[config.mk]
export PLATFORM = sky130hd
export DESIGN_NAME = rx_decode_ctrl
export DESIGN_NICKNAME = d
export VERILOG_FILES = /design/src/rtl/router_pkg.sv /design/src/rtl/decode_timeout_cnt.sv /design/src/rtl/rx_decode_ctrl.sv
export SDC_FILE = /design/constraint.sdc
export NUM_CORES = 1
export LEC_CHECK = 0
export CAP_MARGIN = 20
export CORE_ASPECT_RATIO = 1.1
export CORE_MARGIN = 3
export CORE_UTILIZATION = 40
export DETAILED_ROUTE_END_ITERATION = 12
export HOLD_SLACK_MARGIN = 0.06
export PLACE_DENSITY_LB_ADDON = 0.1
export SETUP_SLACK_MARGIN = 0.5
export SLEW_MARGIN = 20
export SYNTH_ARGS = -nofsm -noshare
export SYNTH_HDL_FRONTEND = slang
export SYNTH_HIERARCHICAL = 1
export SYNTH_SLANG_ARGS = --single-unit
[constraint.sdc]
create_clock -name clk -period 2.4 [get_ports clk]
set_clock_uncertainty 0.05 [all_clocks]
set_input_delay 0.72 -clock clk [delete_from_list [all_inputs] [get_ports clk]]
set_output_delay 0.72 -clock clk [all_outputs]
set_load 0.05 [all_outputs]
[src/rtl/router_pkg.sv]
// Shared receive-path types: frame geometry, frame type codes, TX request kinds
// and the rx_decode_ctrl state encoding.
package router_pkg;

    localparam int FRAME_W   = 55;
    localparam int PAYLOAD_W = 24;

    localparam logic [2:0] TYPE_TOKEN    = 3'b000;
    localparam logic [2:0] TYPE_ACK      = 3'b001;
    localparam logic [2:0] TYPE_NACK     = 3'b010;
    localparam logic [2:0] TYPE_DATA_CHK = 3'b011;
    localparam logic [2:0] TYPE_DATA_36  = 3'b100;

    typedef enum logic [1:0] {
        TX_ACK  = 2'b00,
        TX_NACK = 2'b01,
        TX_FWD  = 2'b10
    } tx_kind_e;

    typedef enum logic [2:0] {
        S_IDLE,
        S_DECODE,
        S_DELIVER,
        S_RESPOND,
        S_FORWARD,
        S_TOKEN
    } state_e;

    // Codes above DATA_36 are unassigned and must be NACKed like a bad decode.
    function automatic logic type_reserved(input logic [2:0] t);
        return t > TYPE_DATA_36;
    endfunction

endpackage

[src/rtl/decode_timeout_cnt.sv]
// Delivery wait counter: cleared on DELIVER entry, counts enabled cycles and
// flags the DELIVER_TIMEOUT-th enabled cycle.
module decode_timeout_cnt #(
    parameter int unsigned DELIVER_TIMEOUT = 255
) (
    input  logic clk,
    input  logic rst_n,
    input  logic clr,
    input  logic en,
    output logic tc
);

    localparam logic [7:0] TC_VAL = 8'(DELIVER_TIMEOUT - 1);

    logic [7:0] cnt_q, cnt_d;

    always_comb begin
        cnt_d = cnt_q;
        if (clr)
            cnt_d = '0;
        else if (en && cnt_q != 8'hFF)
            cnt_d = cnt_q + 8'd1;
    end

    always_ff @(posedge clk or negedge rst_n) begin
        if (!rst_n) cnt_q <= '0;
        else        cnt_q <= cnt_d;
    end

    // cnt_q holds the number of DELIVER cycles already completed.
    assign tc = en && (cnt_q == TC_VAL);

endmodule

[src/rtl/rx_decode_ctrl.sv]
// Receive-path sequencer: holds a frame for the decoder, then delivers, forwards,
// holds the token or requests ACK/NACK. RX_ERR_CNT_EN enables the bad-decode counter.
module rx_decode_ctrl
    import router_pkg::*;
#(
    parameter logic [3:0]  NODE_ADDR       = 4'h0,
    parameter int unsigned DELIVER_TIMEOUT = 255
) (
    input  logic                 clk,
    input  logic                 rst_n,
    input  logic                 rx_frame_vld,
    input  logic [FRAME_W-1:0]   rx_frame,
    output logic                 rx_rdy,
    output logic [FRAME_W-1:0]   dec_frame,
    input  logic [3:0]           dec_addr,
    input  logic [2:0]           dec_type,
    input  logic [PAYLOAD_W-1:0] dec_payload,
    input  logic                 dec_bad,
    output logic                 node_vld,
    output logic [PAYLOAD_W-1:0] node_data,
    input  logic                 node_rdy,
    output logic                 tx_req,
    output logic [1:0]           tx_kind,
    output logic [FRAME_W-1:0]   tx_frame,
    input  logic                 tx_ack,
    output logic                 token_held,
    input  logic                 token_release,
    output logic                 ack_rcvd,
    output logic                 nack_rcvd,
    output logic [7:0]           err_cnt
);

    state_e                 state_q, state_d;
    logic [FRAME_W-1:0]     dec_frame_q, dec_frame_d;
    logic [PAYLOAD_W-1:0]   node_data_q, node_data_d;
    tx_kind_e               tx_kind_q, tx_kind_d;
    logic                   ack_rcvd_q, ack_rcvd_d;
    logic                   nack_rcvd_q, nack_rcvd_d;
    logic                   cnt_clr, cnt_en, cnt_tc;
`ifdef RX_ERR_CNT_EN
    logic [7:0]             err_cnt_q, err_cnt_d;
`endif

    decode_timeout_cnt #(.DELIVER_TIMEOUT(DELIVER_TIMEOUT)) u_timeout (
        .clk   (clk),
        .rst_n (rst_n),
        .clr   (cnt_clr),
        .en    (cnt_en),
        .tc    (cnt_tc)
    );

    always_comb begin
        state_d     = state_q;
        dec_frame_d = dec_frame_q;
        node_data_d = node_data_q;
        tx_kind_d   = tx_kind_q;
        ack_rcvd_d  = 1'b0;
        nack_rcvd_d = 1'b0;
        cnt_clr     = 1'b0;
        cnt_en      = 1'b0;
`ifdef RX_ERR_CNT_EN
        err_cnt_d   = err_cnt_q;
`endif
        case (state_q)
            S_IDLE: begin
                if (rx_frame_vld) begin
                    dec_frame_d = rx_frame;
                    state_d     = S_DECODE;
                end
            end
            S_DECODE: begin
                cnt_clr = 1'b1;
                if (dec_bad || type_reserved(dec_type)) begin
`ifdef RX_ERR_CNT_EN
                    if (err_cnt_q != 8'hFF) err_cnt_d = err_cnt_q + 8'd1;
`endif
                    tx_kind_d = TX_NACK;
                    state_d   = S_RESPOND;
                end else if (dec_type == TYPE_TOKEN) begin
                    state_d = S_TOKEN;
                end else if (dec_type == TYPE_ACK) begin
                    ack_rcvd_d = 1'b1;
                    state_d    = S_IDLE;
                end else if (dec_type == TYPE_NACK) begin
                    nack_rcvd_d = 1'b1;
                    state_d     = S_IDLE;
                end else if (dec_addr == NODE_ADDR) begin
                    node_data_d = dec_payload;
                    state_d     = S_DELIVER;
                end else begin
                    tx_kind_d = TX_FWD;
                    state_d   = S_FORWARD;
                end
            end
            S_DELIVER: begin
                cnt_en = 1'b1;
                // A node_rdy landing on the timeout cycle still wins.
                if (node_rdy) begin
                    tx_kind_d = TX_ACK;
                    state_d   = S_RESPOND;
                end else if (cnt_tc) begin
                    tx_kind_d = TX_NACK;
                    state_d   = S_RESPOND;
                end
            end
            S_RESPOND, S_FORWARD: begin
                if (tx_ack) state_d = S_IDLE;
            end
            S_TOKEN: begin
                if (token_release) begin
                    tx_kind_d = TX_FWD;
                    state_d   = S_FORWARD;
                end
            end
            default: state_d = S_IDLE;
        endcase
    end

    always_ff @(posedge clk or negedge rst_n) begin
        if (!rst_n) begin
            state_q     <= S_IDLE;
            dec_frame_q <= '0;
            node_data_q <= '0;
            tx_kind_q   <= TX_ACK;
            ack_rcvd_q  <= 1'b0;
            nack_rcvd_q <= 1'b0;
        end else begin
            state_q     <= state_d;
            dec_frame_q <= dec_frame_d;
            node_data_q <= node_data_d;
            tx_kind_q   <= tx_kind_d;
            ack_rcvd_q  <= ack_rcvd_d;
            nack_rcvd_q <= nack_rcvd_d;
        end
    end

`ifdef RX_ERR_CNT_EN
    always_ff @(posedge clk or negedge rst_n) begin
        if (!rst_n) err_cnt_q <= '0;
        else        err_cnt_q <= err_cnt_d;
    end
    assign err_cnt = err_cnt_q;
`else
    assign err_cnt = 8'h00;
`endif

    // Receipt pulses are registered, so they appear in the IDLE cycle after DECODE.
    assign rx_rdy     = (state_q == S_IDLE);
    assign node_vld   = (state_q == S_DELIVER);
    assign tx_req     = (state_q == S_RESPOND) || (state_q == S_FORWARD);
    assign token_held = (state_q == S_TOKEN);
    assign dec_frame  = dec_frame_q;
    assign tx_frame   = dec_frame_q;
    assign node_data  = node_data_q;
    assign tx_kind    = tx_kind_q;
    assign ack_rcvd   = ack_rcvd_q;
    assign nack_rcvd  = nack_rcvd_q;

endmodule

==> Word level (Yosys, flattened, before mapping) <==
Cells that the tools add are included.
{ "totals": {"ff_bits": 94, "output_inout_bits": 150, "elab_cells": 77} }
{ "classes": {"n_eq_ne": 17, "addsub": 1, "n_mux": 33, "n_lt_le_gt_ge": 1, "n_reduce_logical": 14, "n_bitwise": 4} }
{ "op_table": {"columns": ["operator", "n"], "rows": [
  ["3-bit 2-to-1 mux", 10],
  ["2-bit 2-to-1 mux", 8],
  ["8-bit 2-to-1 mux", 2],
  ["3-bit case mux with 5 select lines", 1],
  ["3-bit inequality test (second input constant)", 4],
  ["1-bit 2-to-1 mux", 11],
  ["3-bit by 2-bit equality test with 1-bit output (second input constant)", 3],
  ["8-bit by 1-bit adder with 8-bit output (second input constant)", 1],
  ["8-bit equality test (second input constant)", 1],
  ["8-bit inequality test (second input constant)", 1],
  ["7-bit AND reduction", 1],
  ["3-bit by 1-bit equality test with 1-bit output (second input constant)", 2],
  ["3-bit equality test (second input constant)", 2],
  ["3-bit zero test", 2],
  ["2-bit case mux with 3 select lines", 1],
  ["6-bit AND reduction", 1],
  ["4-bit zero test", 1],
  ["2-bit inequality test (second input constant)", 2],
  ["1-bit inverter", 4],
  ["4-bit AND reduction", 1],
  ["3-bit greater-than comparator (second input constant)", 1],
  ["3-bit by 1-bit inequality test with 1-bit output (second input constant)", 1],
  ["3-bit nonzero test", 1],
  ["1-bit logical AND", 2],
  ["other kinds (5)", 6]
]} }

==> Logic depth before layout (Yosys ltp) <==
Gate-level depths: netlist of run 1.
{ "logic_depth": {"word_depth": 7, "mapped_depth": 8, "depth_no_buf": 7} }

==> Hierarchy <==
The synthesis of run 1 kept the hierarchy.
{ "by_module_without_submodules": {"columns": ["mod", "area_per_inst_um2", "instances", "cells_each"], "rows": [
  ["rx_decode_ctrl", 4140.2, 1, 293],
  ["decode_timeout_cnt", 500.5, 1, 51]
]} }

==> Least setup slack after synthesis of run 1 <==
OpenSTA, ideal clock, no wires.
{ "synth_timing": {"kind": "register to register", "startpoint": "register state_q[0]", "endpoint": "register dec_frame_q[0] (netlist: dec_frame[0])", "slack_ps": -331, "t_required_ps": 2225, "n_path_buf": 3, "arrival_ps": 2556, "setup_ps": 125, "stages_incl_launch_ff": 7, "path_cell_list": "dfrtp_1 -> buf_6 -> nor3_1 -> and2_1 -> buf_6 -> buf_12 -> mux2_2"} }
{ "synth_via": {"elab_chain_len": 2} }
{ "synth_rtl": {"columns": ["element", "line_no", "rtl"], "rows": [
  ["from (decl)", "rx_decode_ctrl.sv:33", "state_e state_q, state_d;"],
  ["from (signal assigned)", "rx_decode_ctrl.sv:128", "state_q <= state_d;"],
  ["3-bit zero test", null, null],
  ["net rx_rdy", "rx_decode_ctrl.sv:13", "output logic rx_rdy,"],
  ["2-bit AND reduction (no source line)", null, null],
  ["to (signal assigned)", "rx_decode_ctrl.sv:129", "dec_frame_q <= dec_frame_d;"],
  ["to (decl)", "rx_decode_ctrl.sv:34", "logic [FRAME_W-1:0] dec_frame_q, dec_frame_d;"]
]} }
The timed path passes the listed nets, and every way through them passes these cells.
A chain may end at the register's enable or synchronous reset.

==> Worst setup path in the final report of run 1 <==
{ "layout_timing": {"startpoint": "register state_q[0]", "endpoint": "output port rx_rdy"} }
{ "layout_via": {"elab_chain_len": 1} }
{ "layout_rtl": {"columns": ["element", "line_no", "rtl"], "rows": [
  ["3-bit zero test", "rx_decode_ctrl.sv:148", "assign rx_rdy = (state_q == S_IDLE);"],
  ["to (decl)", "rx_decode_ctrl.sv:13", null]
]} }
No other way between the ends.

==> results_dict.tcl, run 1 <==
set metrics [dict create \
    syn_area_mm2 0.00464 \
    crit_arrival_ns 1.33 \
    area_delta_synth_final_pct 50.8 \
    port_buffers 234 \
    async_reset_ff_share_pct 100 \
    via_count 3412 \
    synth-seq-cells 94 \
    slew_viol_final 0 \
    min_period_ns 2.10 \
    final_cell_mix "dfrtp_1, clkdlybuf4s50_1, buf_2" \
    grt_pass1_vias 3432 \
    drt_pass1_iterations 4 \
    h-tree-depth 3 \
    worstPathMaxFanout 7 \
    fin_hold_ws_ns 0.319 \
    grt_pass1_wl_um 19400 \
    avgSynthCellArea_um2 13.5 \
    final_common_cell "dfrtp_1" \
    cts_tree "built" \
    fin_ws_ns 0.298 \
    critPathKind "flip-flop to output port" \
    synth_edf_count 0 \
    startpoint_type "flip-flop" \
    clockBufferDepth 2 \
    rsz0062_at_grt "yes" \
    drt_iter0_markers 189 \
    die_area_mm2 0.0129 \
    clk_latency_ns 0.33 \
    grt_max_degree 46 \
    worstSetupEndpointType "output port" \
    start_util_pct 41.8 \
    clkTransAtPathRegs_ns 0.06 \
    die_height_um 119 \
    nNetsFinal 646 \
    nFillCells 949 \
    maxCapViolations 0 \
    hold_viol_final 0 \
    status "completed" \
    routed_wl_um 12700 \
    place_area_mm2 0.00681 \
    dpl_worst_slack_ns -0.0777 \
    yosys_warnings 6 \
    final-setup-viol-count 0 \
    fp.coreArea_mm2 0.0111 \
    fp.dieW_um 109 \
    io_pins 243 \
    syn-instance-count 344 \
    final_layout_size_suffix_gt1_share_pct 53.5 \
    drcViolationCount 0 \
    cts_sinks 94 \
    dp_hpwl_um 9470 \
    wl_per_cell_um 18.1 \
    fp-row-count 40 \
    antenna_found_initial 1 \
    multiInputGateArea_mm2 0.00179 \
    fmax_mhz 476 \
    post-route-cell-area_mm2 0.00700 \
    diodes 0 \
    gp_congestion 0.848 \
    hold_class "input pin to async pin" \
    final_util_pct 63.0 \
    yosysSeqAreaShare_pct 50.7 \
    overflow 0 \
    viasPerCell 4.86 \
    grt_usage_pct 19.5 \
    synth_cell_types 48 \
    post-route-period-util_pct 87.6 \
    cts_root_buf "clkbuf_16" \
    tightest_slew_ns 0.550 \
    seq_area_mm2 0.00236 \
    synth_ff_type "dfrtp_1" \
    cts_buffers 9 \
    reg2regPathDepth 7 \
    slew_headroom_pct 63.3 \
    ant_nets 0 \
    cp.required_ns 1.63 \
]
[final timing paths]
path | from | end | slack [ns]
worst max-delay path | state_q[0]$_DFFE_PN0P_ | rx_rdy | 0.30
worst max register to register | state_q[0]$_DFFE_PN0P_ | state_q[2]$_DFFE_PN0P_ | 0.37
max in group asynchronous | rst_n | dec_frame[31]$_DFFE_PN0P_ | 1.36
worst min register to register | node_data[18]$_DFFE_PN0P_ | node_data[18]$_DFFE_PN0P_ | 0.47
min in group clk | node_data[18]$_DFFE_PN0P_ | node_data[18]$_DFFE_PN0P_ | 0.47
worst min-delay path | rst_n | dec_frame[53]$_DFFE_PN0P_ | 0.32
[registers in the layout, indices dropped and copies added, names as in the netlist]
name             count
node_data           24
u_timeout/cnt_q      8
ack_rcvd             1
nack_rcvd            1
dec_frame           55
state_q              3
tx_kind              2
[logic make-up (layout without fill, tap and decap cells)]
family                   Yosys count  count (layout)  share of synthesized area, %
AO/OA/AOI/OAI                     25              25                          4.10
adder cells (fa/ha/maj)            2               2                         0.539
buffers and inverters             81             285                          14.1
flip-flops                        94              94                          50.7
multiplexers                      88              88                          22.9
other                              1               8                        0.0808
AND/OR/NAND/NOR                   53              53                          7.60
[metrics by stage]
stage / TNS (ns) / std cells
2_1_floorplan: 0 / 351
3_3_place_gp: -0.345 / 675
3_5_place_dp: -1.11 / 675
4_1_cts: 0 / 699
5_1_grt: 0 / 702
6_report: 0 / 702
[synth_stat cells, types with 2 or more instances]
| master | count | area [um^2] |
|---|---|---|
| inv_1 | 7 | 26.3 |
| mux2_2 | 62 | 698 |
| mux2i_1 | 2 | 20.0 |
| and3_1 | 2 | 12.5 |
| mux2_1 | 4 | 45.0 |
| buf_12 | 5 | 100 |
| nand3_1 | 4 | 20.0 |
| nand2_1 | 6 | 22.5 |
| mux2_4 | 20 | 300 |
| a211oi_1 | 4 | 30.0 |
| dfrtp_1 | 94 | 2350 |
| o31ai_1 | 2 | 15.0 |
| ha_1 | 2 | 25.0 |
| buf_6 | 4 | 45.0 |
| o21ai_0 | 2 | 10.0 |
| buf_4 | 63 | 473 |
| nor4_4 | 2 | 42.5 |
| nor2_1 | 11 | 41.3 |
| nor2b_1 | 4 | 25.0 |
| nor3_1 | 9 | 45.0 |
| a21oi_1 | 7 | 35.0 |
| and3b_1 | 2 | 17.5 |
[area by class of cell]
| cell class | count | area share (%) |
|---|---|---|
| Inverter | 7 | 0.375 |
| Timing Repair Buffer | 263 | 34.0 |
| Clock buffer | 12 | 3.52 |
| Clock inverter | 3 | 0.304 |
| Sequential cell | 94 | 33.7 |
| Tap cell | 147 | 2.63 |
| Multi-Input combinational cell | 176 | 25.5 |
[metal layers]
metal	global-route usage, %	up-vias	wire (um)
li1	-	1549	-
met1	23.2	1699	4840
met2	33.3	152	6630
met3	6.83	10	1130
met4	4.97	2	108
met5	0	-	9
[worst max-delay path: stages (launching register included)]
cell and delay [ns]:
dfrtp_2 0.47, nor3_2 0.34, buf_12 0.19
[what timing repair did]
item | 4_1_cts | 5_1_grt
pin swaps | 5 | 6
hold buffers | 0 | 0
gates cloned | 1 | 0
buffers inserted | 8 | 3
resized for setup | 449 | 156
endpoints found under the setup margin | 225 | 165
hold endpoints to repair | 0 | 0
Power of run 1 is not shown: default switching activity piles up to over one toggle a cycle in this logic, so the estimate is an artifact.
==> inputs of run 2 (changes only) <==
CORE_ASPECT_RATIO = 2   (was 1.1)
==> run 2 against run 1 <==
Net effect: sequential share of layout area decreased by 0.71 points; count of clock-buffer cells in the layout decreased by 2; non-clock buffer count increased by 6; hold slack got worse by 0.092 ns; routed wire length increased by 3.0%; sequential cell count unchanged; via count decreased by 1.0%; final cell count increased by 0.28%; register-to-register slack about the same; global-route usage increased by 0.057 points; final area increased by 2.2%; critical path depth increased by 1.
==> results_dict.tcl, run 2 (synthesis gave the netlist of run 1 again) <==
set metrics [dict create \
    hold_class "input pin to async pin" \
    drt_iter0_markers 96 \
    via_count 3378 \
    cts_buffers 9 \
    cts_root_buf "clkbuf_16" \
    drt_pass1_iterations 6 \
    diodes 0 \
    fin_hold_ws_ns 0.226 \
    min_period_ns 2.07 \
    clkTransAtPathRegs_ns 0.07 \
    die_height_um 158 \
    grt_pass1_vias 3499 \
    antenna_found_initial 0 \
    critPathKind "flip-flop to output port" \
    status "completed" \
    fp.dieW_um 82.2 \
    clk_latency_ns 0.34 \
    rsz0062_at_grt "yes" \
    viasPerCell 4.80 \
    grt_pass1_wl_um 18800 \
    port_buffers 234 \
    slew_viol_final 0 \
    worstPathMaxFanout 7 \
    drcViolationCount 0 \
    fp.coreArea_mm2 0.0114 \
    ant_nets 0 \
    cts_sinks 94 \
    grt_max_degree 44 \
    fp-row-count 55 \
    dp_hpwl_um 9910 \
    nFillCells 955 \
    io_pins 243 \
    worstSetupEndpointType "output port" \
    nNetsFinal 652 \
    final_layout_size_suffix_gt1_share_pct 54.6 \
    final_common_cell "dfrtp_1" \
    largest_reg_flops 55 \
    final-setup-viol-count 0 \
    post-route-period-util_pct 86.3 \
    routed_wl_um 13100 \
    gp_congestion 0.788 \
    final_cell_mix "dfrtp_1, clkdlybuf4s50_1, mux2_2" \
    h-tree-depth 3 \
    hold_viol_final 0 \
    cp.required_ns 1.63 \
    crit_arrival_ns 1.30 \
    grt_usage_pct 19.6 \
    wl_per_cell_um 18.6 \
    start_util_pct 40.9 \
    die_area_mm2 0.0130 \
    clockBufferDepth 2 \
    hold_buffers 0 \
    overflow 0 \
    fmax_mhz 483 \
    cts_tree "built" \
    area_delta_synth_final_pct 54.1 \
    maxCapViolations 0 \
    startpoint_type "flip-flop" \
]
## run 2: what timing repair did
item | 4_1_cts | 5_1_grt
pin swaps | 5 | 6
resized for setup | 461 | 106
setup buffers | 13 | 4
cloned | 3 | 0
setup endpoints to repair | 165 | 102
## run 2: area by class of cell
type	count	area (um^2)	share of cell area, %
Clock buffer	10	239	3.34
Clock inverter	6	52.6	0.735
Inverter	7	26.3	0.368
Multi-Input combinational cell	176	1770	24.7
Sequential cell	94	2360	33.0
Tap cell	142	178	2.49
Timing Repair Buffer	269	2530	35.4
## run 2: worst paths after layout
kind / start / endpoint / slack [ns] / cells after the start
max: state_q[0]$_DFFE_PN0P_ / node_vld / 0.33 / 3
min: rst_n / dec_frame[10]$_DFFE_PN0P_ / 0.23 / 1
max reg2reg: state_q[0]$_DFFE_PN0P_ / state_q[2]$_DFFE_PN0P_ / 0.36 / 7
min reg2reg: node_data[2]$_DFFE_PN0P_ / node_data[2]$_DFFE_PN0P_ / 0.46 / 1
max in group asynchronous: rst_n / node_data[23]$_DFFE_PN0P_ / 1.53 / 2
min in group clk: node_data[2]$_DFFE_PN0P_ / node_data[2]$_DFFE_PN0P_ / 0.46 / 1
## run 2: worst max-delay path, stage by stage, from the launching register on
cell and delay, ns:
dfrtp_2 0.48, nor3b_4 0.22, buf_6 0.14, buf_12 0.13
## run 2: metrics by stage
| stage | utilization [%] | worst slack (ns) | instances | area [um^2] | TNS [ns] |
|---|---|---|---|---|---|
| final | 63.0 | 0.329 | 704 | 7150 | 0 |
| after floorplan | - | 0.0156 | 351 | 4700 | 0 |
| after global placement | 59.5 | 0.00540 | 668 | 6750 | 0 |
| after global routing | 63.0 | 0.275 | 704 | 7150 | 0 |
| after detailed placement | 59.5 | -0.0531 | 668 | 6750 | -1.06 |
| after CTS | 64.2 | 0.323 | 700 | 7290 | 0 |
## run 2: layer usage
layer / vias up / global-route usage [%] / part of all wire [%]
li1: 1556 / - / -
met1: 1668 / 20.2 / 33
met2: 136 / 37.5 / 59
met3: 18 / 4.08 / 6.2
met4: 0 / 6.81 / 2.2
met5: - / 0 / 0
Power of run 2 is left out for the same reason.
==> inputs of run 3 (changes only) <==
GPL_TIMING_DRIVEN = 0   (was unset)
==> run 3 against run 2 <==
Net effect: final area increased by 7.8%; hold slack worse by 0.055 ns; first-iteration DRC count fell by 16%; final cell count up 10%; via count grew 11%; non-clock buffer count rose by 71; register-to-register slack lost 0.09 ns; core utilization grew 4.9 points; sequential share of layout area decreased by 2.4 points; critical path depth stayed put; fmax decreased by 3.1%; global-route usage increased by 1.1 points.
==> results_dict.tcl, run 3 (synthesis gave the netlist of run 1 again) <==
set metrics [dict create \
    status "completed" \
    via_count 3734 \
    critPathKind "flip-flop to output port" \
    area_delta_synth_final_pct 66.1 \
    setup-tns-final_ns 0 \
    maxCapViolations 0 \
    post-route-period-util_pct 89.0 \
    start_util_pct 40.9 \
    overflow 0 \
    h-tree-depth 3 \
    port_buffers 234 \
    io_pins 243 \
    antenna_found_initial 0 \
    final_layout_size_suffix_gt1_share_pct 60.5 \
    post-route-cell-area_mm2 0.00771 \
    min_period_ns 2.14 \
    hold_viol_final 0 \
    die_height_um 158 \
    cp.required_ns 1.63 \
    ant_nets 0 \
    r2r_setup_slack_ns 0.27 \
    worstSetupEndpointType "output port" \
    cp_slowest_cell "dfrtp_2" \
    fin_ws_ns 0.263 \
    rsz0062_at_grt "yes" \
    cts_buffers 9 \
    grt_max_degree 73 \
    drt_pass1_iterations 6 \
    dpl_worst_slack_ns -0.303 \
    grt_pass1_wl_um 19900 \
    drcViolationCount 0 \
    cp_cell_sequence "nor3b_4, buf_6, buf_8" \
    fp.coreArea_mm2 0.0114 \
    nNetsFinal 723 \
    crit_family "flip-flops" \
    drt_iter0_markers 81 \
    place_area_mm2 0.00725 \
    fmax_mhz 468 \
    hold_class "input pin to async pin" \
    final-setup-viol-count 0 \
    worstPathMaxFanout 7 \
    multiInputGateArea_mm2 0.00183 \
    slew_viol_final 0 \
    clk_latency_ns 0.34 \
    cts_sinks 94 \
    cts_root_buf "clkbuf_16" \
    gp_congestion 0.779 \
    largest_reg_flops 55 \
    grt_usage_pct 20.7 \
    grt_pass1_vias 3662 \
    startpoint_type "flip-flop" \
    wl_per_cell_um 18.1 \
    cts_tree "built" \
    routed_wl_um 14100 \
    final_cell_mix "buf_4, dfrtp_1, buf_2, clkdlybuf4s50_1, mux2_2" \
    critPathBufInv 2 \
    crit_arrival_ns 1.37 \
    nFillCells 883 \
    viasPerCell 4.82 \
    fp-row-count 55 \
    clockBufferDepth 2 \
    seq_area_mm2 0.00235 \
    hold_buffers 0 \
    die_area_mm2 0.0130 \
    clkTransAtPathRegs_ns 0.06 \
    fp.dieW_um 82.2 \
    dp_hpwl_um 10300 \
    diodes 0 \
    cp_slowest_stage_delay_ns 0.49 \
]
run 3: cell types whose count changed in the layout (fill, tap and decap cells not counted), moves of 6 or more:
cell	before	now
clkbuf_4	0	6
buf_2	55	83
clkdlybuf4s15_2	48	35
buf_8	0	6
clkdlybuf4s18_2	25	7
buf_4	33	92
run 3: path summary, 6_finish.rpt:
kind,start,endpoint,depth (start not counted)
hold / removal,rst_n,dec_frame[41]$_DFFE_PN0P_,1
min in group clk,node_data[3]$_DFFE_PN0P_,node_data[3]$_DFFE_PN0P_,1
setup reg to reg,state_q[2]$_DFFE_PN0P_,state_q[0]$_DFFE_PN0P_,8
max in group asynchronous,rst_n,state_q[2]$_DFFE_PN0P_,2
hold reg to reg,node_data[3]$_DFFE_PN0P_,node_data[3]$_DFFE_PN0P_,1
setup / recovery,state_q[2]$_DFFE_PN0P_,node_vld,3
run 3: timing repair:
item,CTS,global route
pin swaps,13,5
setup endpoints to repair,175,136
buffers inserted,19,7
resized for setup,641,96
gates cloned,3,2
run 3: layout make-up:
cell class | instances | area share, %
Buffer | 74 | 8.51
Clock buffer | 12 | 3.46
Clock inverter | 4 | 0.990
Inverter | 7 | 0.341
Multi-Input combinational cell | 176 | 23.7
Sequential cell | 94 | 30.6
Tap cell | 142 | 2.31
Timing Repair Buffer | 266 | 30.1
run 3: per-layer routing:
metal | track usage, % | wire length [um] | share of wire [%] | up-vias
li1 | - | - | - | 1706
met1 | 21.0 | 4520 | 32 | 1856
met2 | 39.5 | 8180 | 58 | 152
met3 | 4.42 | 1020 | 7.3 | 20
met4 | 8.00 | 329 | 2.3 | 0
met5 | 0 | 0 | 0 | -
run 3: through the flow:
| step | hold WS (ns) | cells | utilization [%] |
|---|---|---|---|
| after CTS | 0.172 | 766 | 67.6 |
| after global routing | 0.176 | 775 | 67.9 |
| final | 0.171 | 775 | 67.9 |
| after floorplan | 0.374 | 351 | - |
| after global placement | 0.439 | 727 | 63.6 |
| after detailed placement | 0.442 | 728 | 63.8 |
Power of run 3 is left out for the same reason.
==> RTL change: new RTL, config.mk and constraints of run 3 <==
Build with the macro `RX_ERR_CNT_EN` defined.
--- a/src/rtl/rx_decode_ctrl.sv
+++ b/src/rtl/rx_decode_ctrl.sv
@@ -1,5 +1,7 @@
 // Receive-path sequencer: holds a frame for the decoder, then delivers, forwards,
 // holds the token or requests ACK/NACK. RX_ERR_CNT_EN enables the bad-decode counter.
+`define RX_ERR_CNT_EN
+
 module rx_decode_ctrl
     import router_pkg::*;
 #(
Behaviour: not the same (Yosys sat finds a counterexample within 4 cycles, from zero or initial values and one cycle with rst_n low).
==> RTL change against run 3 <==
- cell count rose by 5.8%
- synthesized area rose by 5.3%
- first-iteration DRC count rose by 46%
- setup slack got worse by 0.072 ns
- sequential cell count rose by 8
- die area rose by 5.0%
- wire length rose by 3.8%
- design area rose by 6.5%
- sequential share of layout area rose by 0.58 points
- utilization rose by 1.5 points
- critical path depth rose by 1
- critical endpoint unchanged
- largest cell class unchanged
Power is left out: the tool's default activity adds up to more than one toggle a clock period on the data nets, which glitch-free logic cannot reach.
==> RTL change: results (changes against run 3) <==
| Metric | Value |
|---|---|
| Outcome | `finished, final reports clean` |
| Xor-xnor portion of the synthesized cell area | `1.255% (+1.3 points)` |
| Distinct cells, synth | `54 (+13%)` |
| Register area | `0.002556 mm² (+8.6%)` |
| Post-Place Cells | `759 (+4.3%)` |
| Pre-Repair DR Iteration Count | `4 (-2)` |
| Synth Area in Adders | `0.7684% (+0.23 points)` |
| Delay-heaviest family, CP | `buffers and inverters` |
| Top cells by count, synth | `dfrtp_1, mux2_2, buf_4, mux2_4, nor2_1` |
| Critical path fanouts, max | `6 (-1)` |
| PortBufs | `242 (+3.4%)` |
| DR WL/cell | `17.79 µm (-1.9%)` |
| WL met2 | `8.189 mm (about the same)` |
| Setup Buffers After CTS | `31 (+12)` |
| GRT met2 Usage | `38.74% (-0.78 points)` |
| Dpl ws | `-0.3717 ns (-0.06855 ns)` |
| WP data arrival | `1.44 ns (+0.07 ns)` |
| GRT met3 Usage | `3.604% (-0.81 points)` |
| Fillers | `872 (-1.2%)` |
| Total track usage | `20.58% (-0.088 points)` |
| Dpl cell area | `0.007569 mm² (+4.4%)` |
| Met3 routed WL | `772 µm (-24%)` |
| Synth Area in Compound Gates | `4.764% (+0.67 points)` |
| Post-CTS resize count | `698 (+8.9%)` |
| Layout cells sized above 1 | `61.33% (+0.83 points)` |
| Detailed Place HPWL | `10.65 mm (+3.7%)` |
| Max incr delay on CP | `0.41 ns (-0.08 ns)` |
| Seq/Total Area, Yosys | `52.25% (+1.6 points)` |
| Met1 usage | `22.14% (+1.2 points)` |
| Global-route wire length before repair | `22.25 mm (+12%)` |
| Drt via density | `4.905 (+1.8%)` |
| Final net count | `766 (+5.9%)` |
| Ys async rst share | `100.0% (unchanged)` |
| Initial drt markers | `118 (+46%)` |
| Syn Area/Cell | `13.17 µm² (-2.4%)` |
| Fin cells | `820 (+5.8%)` |
| Top cells by area, synth | `dfrtp_1, mux2_2, buf_4` |
| Gpl congestion | `0.8377 (+7.6%)` |
| Slowest-stage cell, CP | `dfrtp_1` |
| Metal1 wirelength | `5.218 mm (+15%)` |
| Vias in the first global route | `4112 (+12%)` |
## RTL change: worst paths after layout
check                                             to                   start  slack [ns]
setup / recovery                            node_vld  state_q[0]$_DFFE_PN0P_        0.19
hold / removal             dec_frame[31]$_DFFE_PN0P_                   rst_n        0.21
setup reg to reg              tx_kind[0]$_DFFE_PN0P_  state_q[0]$_DFFE_PN0P_        0.19
hold reg to reg               err_cnt[7]$_DFFE_PN0P_  err_cnt[7]$_DFFE_PN0P_        0.45
max in group asynchronous   dec_frame[8]$_DFFE_PN0P_                   rst_n        1.43
min in group clk              err_cnt[7]$_DFFE_PN0P_  err_cnt[7]$_DFFE_PN0P_        0.45
## RTL change: final cells by class
| cell class | instances | share of cell area, % |
|---|---|---|
| clock inverters | 5 | 0.6857 |
| inverters | 7 | 0.5181 |
| repair buffers | 288 | 29.79 |
| flip-flops and latches | 102 | 31.13 |
| plain buffers | 67 | 7.161 |
| multi-input cells | 195 | 25.55 |
| well taps | 145 | 2.209 |
| clock buffers | 11 | 2.956 |
